--- config.mk ---
export PLATFORM = sky130hd
export DESIGN_NAME = stage_if_fetch_queue_flat
export DESIGN_NICKNAME = d
export VERILOG_FILES = /design/src/rtl/stage_if_fetch_queue_if.sv /design/src/rtl/stage_if_fetch_queue.sv /design/src/flat_wrapper.sv
export SDC_FILE = /design/constraint.sdc
export NUM_CORES = 1
export LEC_CHECK = 0
export CELL_PAD_IN_SITES_DETAIL_PLACEMENT = 1
export CELL_PAD_IN_SITES_GLOBAL_PLACEMENT = 1
export CORE_MARGIN = 2
export CORE_UTILIZATION = 44
export DETAILED_ROUTE_END_ITERATION = 12
export PLACE_DENSITY = 0.77
export SYNTH_ARGS = -nofsm -noshare
export SYNTH_HDL_FRONTEND = slang
export SYNTH_SLANG_ARGS = --single-unit
--- constraint.sdc ---
create_clock -name i_clock -period 6.2 [get_ports i_clock]
set_clock_uncertainty 0.15 [all_clocks]
set_input_delay 1.24 -clock i_clock [delete_from_list [all_inputs] [get_ports i_clock]]
set_output_delay 1.24 -clock i_clock [all_outputs]
set_load 0.005 [all_outputs]
--- src/rtl/stage_if_fetch_queue_if.sv ---
// Fetch-stage bus bundle: instruction-memory request/response,
// redirect from execute, and the decode-side handshake.
// Signal prefixes are from the fetch stage's point of view (o_ = driven by fetch).
interface stage_if_fetch_queue_if #(
  parameter int ADDR_WIDTH = 32,
  parameter int INST_WIDTH = 32
);
  // instruction memory side
  logic                  o_memReq;
  logic [ADDR_WIDTH-1:0] o_memAddr;
  logic                  i_memGnt;
  logic                  i_memRvalid;
  logic [INST_WIDTH-1:0] i_memRdata;
  // redirect from execute
  logic                  i_redirect;
  logic [ADDR_WIDTH-1:0] i_redirectPc;
  // decode side
  logic                  o_valid;
  logic                  i_ready;
  logic [INST_WIDTH-1:0] o_inst;
  logic [ADDR_WIDTH-1:0] o_pc;
  logic                  o_hazard;

  // fetch stage
  modport master (
    output o_memReq, o_memAddr, o_valid, o_inst, o_pc, o_hazard,
    input  i_memGnt, i_memRvalid, i_memRdata, i_redirect, i_redirectPc, i_ready
  );

  // memory / decode / execute environment
  modport slave (
    input  o_memReq, o_memAddr, o_valid, o_inst, o_pc, o_hazard,
    output i_memGnt, i_memRvalid, i_memRdata, i_redirect, i_redirectPc, i_ready
  );
endinterface

--- src/rtl/stage_if_fetch_queue.sv ---
// Instruction-fetch stage with a pipelined memory request port and an
// in-order fetch queue. Requests are credit-limited so that requested plus
// buffered instructions never exceed DEPTH, which guarantees a free queue
// slot for every kept response. A redirect empties the queue and marks every
// still-outstanding response as stale so it is discarded on arrival.
module stage_if_fetch_queue #(
  parameter int                    ADDR_WIDTH = 32,
  parameter int                    INST_WIDTH = 32,
  parameter int                    DEPTH      = 4,
  parameter logic [ADDR_WIDTH-1:0] RESET_PC   = '0
) (
  input logic                    i_clock,
  input logic                    i_reset,
  stage_if_fetch_queue_if.master fetch_bus
);

  localparam int PTR_W = $clog2(DEPTH);
  localparam int CNT_W = PTR_W + 1;
  localparam logic [CNT_W:0]        DEPTH_SUM = (CNT_W + 1)'(DEPTH);
  localparam logic [ADDR_WIDTH-1:0] PC_STEP   = ADDR_WIDTH'(INST_WIDTH / 8);

  // control state
  logic [ADDR_WIDTH-1:0] fetch_pc_q,   fetch_pc_d;
  logic [CNT_W-1:0]      count_q,      count_d;
  logic [CNT_W-1:0]      inflight_q,   inflight_d;
  logic [CNT_W-1:0]      drop_q,       drop_d;
  logic [PTR_W-1:0]      rd_ptr_q,     rd_ptr_d;
  logic [PTR_W-1:0]      wr_ptr_q,     wr_ptr_d;
  logic [PTR_W-1:0]      req_rd_ptr_q, req_rd_ptr_d;
  logic [PTR_W-1:0]      req_wr_ptr_q, req_wr_ptr_d;

  // storage: fetch queue entries and PCs of in-flight requests
  logic [ADDR_WIDTH-1:0] fq_pc_q   [DEPTH];
  logic [INST_WIDTH-1:0] fq_inst_q [DEPTH];
  logic [ADDR_WIDTH-1:0] req_pc_q  [DEPTH];

  logic mem_req;
  logic req_fire;
  logic rsp_fire;
  logic rsp_keep;
  logic pop_fire;
  logic head_valid;

  // Request credit counts both buffered and outstanding instructions, stale
  // ones included, since a stale response still occupies the response path.
  assign mem_req  = !i_reset && !fetch_bus.i_redirect &&
                    (({1'b0, count_q} + {1'b0, inflight_q}) < DEPTH_SUM);
  assign req_fire = mem_req && fetch_bus.i_memGnt;

  // A response with nothing outstanding is a protocol error and is ignored.
  assign rsp_fire = fetch_bus.i_memRvalid && (inflight_q != '0);
  // Responses landing in a redirect cycle belong to the old stream.
  assign rsp_keep = rsp_fire && (drop_q == '0) && !fetch_bus.i_redirect;

  assign head_valid = (count_q != '0);
  assign pop_fire   = head_valid && fetch_bus.i_ready && !fetch_bus.i_redirect;

  // Next-state computation for PC, counters and pointers.
  always_comb begin
    fetch_pc_d   = fetch_pc_q;
    inflight_d   = inflight_q + CNT_W'(req_fire) - CNT_W'(rsp_fire);
    drop_d       = drop_q;
    count_d      = count_q + CNT_W'(rsp_keep) - CNT_W'(pop_fire);
    rd_ptr_d     = rd_ptr_q + PTR_W'(pop_fire);
    wr_ptr_d     = wr_ptr_q + PTR_W'(rsp_keep);
    req_wr_ptr_d = req_wr_ptr_q + PTR_W'(req_fire);
    req_rd_ptr_d = req_rd_ptr_q + PTR_W'(rsp_fire);

    if (req_fire) begin
      fetch_pc_d = fetch_pc_q + PC_STEP;
    end

    if (rsp_fire && (drop_q != '0)) begin
      drop_d = drop_q - CNT_W'(1);
    end

    // Every request still outstanding after this cycle is stale, including
    // ones already marked by an earlier redirect (drop is a subset of inflight).
    if (fetch_bus.i_redirect) begin
      fetch_pc_d = fetch_bus.i_redirectPc;
      drop_d     = inflight_d;
      count_d    = '0;
      rd_ptr_d   = '0;
      wr_ptr_d   = '0;
    end
  end

  // Control registers, cleared asynchronously.
  always_ff @(posedge i_clock or posedge i_reset) begin
    if (i_reset) begin
      fetch_pc_q   <= RESET_PC;
      count_q      <= '0;
      inflight_q   <= '0;
      drop_q       <= '0;
      rd_ptr_q     <= '0;
      wr_ptr_q     <= '0;
      req_rd_ptr_q <= '0;
      req_wr_ptr_q <= '0;
    end else begin
      fetch_pc_q   <= fetch_pc_d;
      count_q      <= count_d;
      inflight_q   <= inflight_d;
      drop_q       <= drop_d;
      rd_ptr_q     <= rd_ptr_d;
      wr_ptr_q     <= wr_ptr_d;
      req_rd_ptr_q <= req_rd_ptr_d;
      req_wr_ptr_q <= req_wr_ptr_d;
    end
  end

  // Data storage needs no reset: entries are only visible while counted.
  always_ff @(posedge i_clock) begin
    if (req_fire) begin
      req_pc_q[req_wr_ptr_q] <= fetch_pc_q;
    end
    if (rsp_keep) begin
      fq_pc_q[wr_ptr_q]   <= req_pc_q[req_rd_ptr_q];
      fq_inst_q[wr_ptr_q] <= fetch_bus.i_memRdata;
    end
  end

  assign fetch_bus.o_memReq  = mem_req;
  assign fetch_bus.o_memAddr = fetch_pc_q;
  assign fetch_bus.o_valid   = head_valid;
  assign fetch_bus.o_hazard  = !head_valid;
  // Head is masked to zero when empty so outputs are clean during reset.
  assign fetch_bus.o_inst    = head_valid ? fq_inst_q[rd_ptr_q] : '0;
  assign fetch_bus.o_pc      = head_valid ? fq_pc_q[rd_ptr_q]   : '0;

endmodule
--- src/flat_wrapper.sv ---
// flat-port wrapper written by rule: the top's interface ports become plain ports
module stage_if_fetch_queue_flat 
#(
  parameter int                    ADDR_WIDTH = 32,
  parameter int                    INST_WIDTH = 32,
  parameter int                    DEPTH      = 4,
  parameter logic [ADDR_WIDTH-1:0] RESET_PC   = '0
)
  (i_clock, i_reset, fetch_bus_o_memReq, fetch_bus_o_memAddr, fetch_bus_o_valid, fetch_bus_o_inst, fetch_bus_o_pc, fetch_bus_o_hazard, fetch_bus_i_memGnt, fetch_bus_i_memRvalid, fetch_bus_i_memRdata, fetch_bus_i_redirect, fetch_bus_i_redirectPc, fetch_bus_i_ready);
  stage_if_fetch_queue_if #(.ADDR_WIDTH(ADDR_WIDTH), .INST_WIDTH(INST_WIDTH)) fetch_bus_i ();
  input logic i_clock;
  input logic i_reset;
  output wire logic [$bits(fetch_bus_i.o_memReq)-1:0] fetch_bus_o_memReq;
  output wire logic [$bits(fetch_bus_i.o_memAddr)-1:0] fetch_bus_o_memAddr;
  output wire logic [$bits(fetch_bus_i.o_valid)-1:0] fetch_bus_o_valid;
  output wire logic [$bits(fetch_bus_i.o_inst)-1:0] fetch_bus_o_inst;
  output wire logic [$bits(fetch_bus_i.o_pc)-1:0] fetch_bus_o_pc;
  output wire logic [$bits(fetch_bus_i.o_hazard)-1:0] fetch_bus_o_hazard;
  input wire logic [$bits(fetch_bus_i.i_memGnt)-1:0] fetch_bus_i_memGnt;
  input wire logic [$bits(fetch_bus_i.i_memRvalid)-1:0] fetch_bus_i_memRvalid;
  input wire logic [$bits(fetch_bus_i.i_memRdata)-1:0] fetch_bus_i_memRdata;
  input wire logic [$bits(fetch_bus_i.i_redirect)-1:0] fetch_bus_i_redirect;
  input wire logic [$bits(fetch_bus_i.i_redirectPc)-1:0] fetch_bus_i_redirectPc;
  input wire logic [$bits(fetch_bus_i.i_ready)-1:0] fetch_bus_i_ready;
  assign fetch_bus_o_memReq = fetch_bus_i.o_memReq;
  assign fetch_bus_o_memAddr = fetch_bus_i.o_memAddr;
  assign fetch_bus_o_valid = fetch_bus_i.o_valid;
  assign fetch_bus_o_inst = fetch_bus_i.o_inst;
  assign fetch_bus_o_pc = fetch_bus_i.o_pc;
  assign fetch_bus_o_hazard = fetch_bus_i.o_hazard;
  assign fetch_bus_i.i_memGnt = fetch_bus_i_memGnt;
  assign fetch_bus_i.i_memRvalid = fetch_bus_i_memRvalid;
  assign fetch_bus_i.i_memRdata = fetch_bus_i_memRdata;
  assign fetch_bus_i.i_redirect = fetch_bus_i_redirect;
  assign fetch_bus_i.i_redirectPc = fetch_bus_i_redirectPc;
  assign fetch_bus_i.i_ready = fetch_bus_i_ready;
  stage_if_fetch_queue #(.ADDR_WIDTH(ADDR_WIDTH), .INST_WIDTH(INST_WIDTH), .DEPTH(DEPTH), .RESET_PC(RESET_PC)) u_core (.i_clock(i_clock), .i_reset(i_reset), .fetch_bus(fetch_bus_i));
endmodule
==> impl_results.md <==
* Post-cts sizing count at 0
* Largest net degree at the start of global routing at 67
* Placed insts at 1,537
* Path category of the worst min-delay check: reg2reg
* Worst Tran Pin Value at 1.17 ns
* VDD IR max at 0.204 mV
* CP Capture Type: output port
* Final period util at 0.767
* Seq/Total Area, Yosys at 0.748
* Unrepaired setup endpoints after global routing: no
* Post-Route Setup TNS at 0 ns
* I/O pin cnt at 169
* WP buf/inv at 2
* Vias at 8,964
* Vias in the first global route at 9,972
* Post-synthesis cell area at 17,100 um^2
* GPL Wtd Cong at 0.767
* Net Count, Synth at 961
* Row count at 72
* Clock slew at reported path FFs at 0.06 ns
* Crit path kind: reg2out
* Synthesized instance count at 876
* Initial core utilization at 0.443
* First-pass GRT wire length at 60.0 mm
* IO buf count at 168
* CP Max Fanout at 50
* Layout area overhead at 22.2%
* Post-synth EDFFs at 384
* CTS Root Cell: clkbuf_16
* DIE HEIGHT at 201 um
* Core ar. at 38,500 um^2
* Slew HR at 0.216
* TritonCTS clock tree: yes
* Status: finished, final reports clean
* Leakage at 0.00684 uW
* DRC at 0
* Setup Viol. Count Final at 0
* PwrDens at 395 nW/um^2
* Layout cell share with drive strength beyond 1 at 0.184
* Max stage delay on crit path at 1.12 ns
* FF-to-FF setup slack at 2.50 ns
* WP data arrival at 3.36 ns
* Initial antenna violation count at 0
* RR Startpoint: u_core.count_q[1]$_DFF_PP0_
* Worst skew pair latency at 0.54 ns
* Min Tclk post-route at 4.75 ns
* R2R cell count at 11
* Synth async-reset ratio at 0.113
* Postcts setup bufs at 0
* Clk buf depth at 3
* Yosys warns at 0
* Cell with the most instances after synthesis: edfxtp_1
* Startpoint types: register
* Delay-heaviest family, CP: flip-flops
* Hold WS at 0.445 ns
* TritonRoute pass-1 iters at 5
* Synth area leader: edfxtp_1
* Max H-tree Level at 2
* Post-Synthesis Mean Instance Area at 19.5 um^2
* Peak Freq at 210 MHz
* Max Cap Violations at 0
* Routed wire length at 38.5 mm
* Total global routing overflow at 0
* Crit-path cells: buf_4 -> mux4_2 -> and2_1 -> clkdlybuf4s50_1
* GRT Overall Usage at 0.196
* CP required at 4.81 ns
* Post-DRT Antenna Nets at 0
* Synth cell types at 47
* Final Hold Violating Endpoints at 0
* R2R Path End: u_core.count_q[2]$_DFF_PP0_
* Non-Filler Instances at 1,619
* Hold path start: u_core.req_wr_ptr_q[1]$_DFF_PP0_
* Die area at 40,300 um^2
* Worst path slowest cell: dfrtp_4
* Yosys top cell area share at 0.676
* Initial DRC count at 672
* HPWL after DPL at 23.4 mm
* Synth Register Bits at 433
* Ys flop type: edfxtp_1
* Routed len/inst at 23.8 um
* Total CTS buffers at 45
* WHS Endpoint: u_core.req_wr_ptr_q[1]$_DFF_PP0_
* Main area contributors after synthesis: edfxtp_1, mux4_2, dfrtp_1, and2_1, ha_1
* Fill count at 3,501
* Die Span X at 201 um
* Cells on Worst Hold Path at 1
* Routed vias/inst at 5.54
* Max-slew violation count at 0
* Cts hold-fix bufs at 0
* Post-synth top cells: edfxtp_1, mux4_2, and2_1
* Final layout net count at 1,151
* Sink Count at 433
## power by group
part	switching, uW	internal (uW)	total (uW)
combinational	840	1030	1870
sequential	222	3500	3730
clock	1070	1550	2630
total	2140	6080	8220
## layout make-up
type,count,area (um^2),share of cell area
diodes,1,2.50,0.000120
well taps,518,648,0.0311
clock buffers,55,1210,0.0579
repair buffers,184,1800,0.0862
inverters,17,63.8,0.00306
flip-flops and latches,433,12800,0.613
multi-input cells,385,4110,0.197
clock inverters,26,245,0.0118
## stage by stage
stage	worst slack (ns)	utilization	instance area (um^2)	power, uW
floorplan	0.861	-	17100	4710
global placement	1.99	0.504	19400	5620
detailed placement	1.90	0.504	19400	5690
CTS	1.33	0.542	20800	8330
global route	1.19	0.542	20800	8580
finish	1.45	0.542	20800	8220
## sequential cells by signal (all words and copies together) (netlist names)
name,flops
u_core.req_pc_q,128
u_core.fetch_bus.o_memAddr,32
u_core.inflight_q,3
u_core.fq_inst_q,128
u_core.fq_pc_q,128
u_core.drop_q,3
u_core.rd_ptr_q,2
u_core.wr_ptr_q,2
u_core.count_q,3
u_core.req_rd_ptr_q,2
u_core.req_wr_ptr_q,2
## layer usage
layer,share of wire,up-vias,global-route usage
met4,0.020,0,0.0556
met3,0.053,57,0.0310
met2,0.50,279,0.334
li1,-,3892,-
met5,0,-,0
met1,0.42,4736,0.263
## logic make-up (layout without fill, tap and decap cells)
group	after synthesis	in the layout	synth area share
compound gates	56	56	0.0218
buf+inv	58	282	0.0136
other cells	0	1	0
flops	433	433	0.748
xor+xnor	16	16	0.00822
fa+ha+maj	15	15	0.0119
mux	101	101	0.130
simple gates	197	197	0.0663
## worst reg2reg max path, stage by stage (launching register included)
cell and delay, ns:
dfrtp_1 0.43, or3_2 0.92, inv_1 0.18, nor3b_1 0.58
ha_1 0.35, inv_1 0.06, ha_1 0.13, inv_1 0.04
fa_1 0.38, xor2_1 0.17, xnor2_1 0.14, nor2_1 0.05
## cell usage in the layout (no fill, tap or decap), types with 5 or more instances in the layout
cell             netlist  layout
clkbuf_1              25       8
clkdlybuf4s50_1        0     167
nand3_1               12      12
nand2_1               37      37
xor2_1                 7       7
clkinv_1               0       7
xnor2_1                9       9
nand4_1               14      14
nor2_1                19      17
and3_1                10       9
o211ai_1               6       6
o311ai_0               5       5
clkinv_2               0       8
ha_1                  13      13
inv_1                 17      16
o21ai_0               21      21
clkbuf_16              0      47
dfrtp_1               49      46
buf_4                  0      16
and2_1                65      65
mux4_2                96      96
nor3_1                 8       7
nor2b_1                6       6
edfxtp_1             384     384
## worst max path at each step
stage / startpoint / depth (start not counted) / slack [ns] / to
final: u_core.rd_ptr_q[0]$_DFF_PP0_ / 4 / 1.45 / fetch_bus_o_inst[7]
after global routing: u_core.rd_ptr_q[0]$_DFF_PP0_ / 4 / 1.19 / fetch_bus_o_inst[14]
after CTS: u_core.rd_ptr_q[0]$_DFF_PP0_ / 4 / 1.33 / fetch_bus_o_inst[6]
after detailed placement: i_reset / 8 / 1.90 / u_core.req_pc_q[2][22]$_DFFE_PP_
after global placement: u_core.rd_ptr_q[0]$_DFF_PP0_ / 4 / 1.99 / fetch_bus_o_inst[19]
after floorplan: fetch_bus_i_memRvalid / 4 / 0.86 / u_core.fq_inst_q[2][0]$_DFFE_PP_
Note: power is estimated with default switching activity, not from simulation.
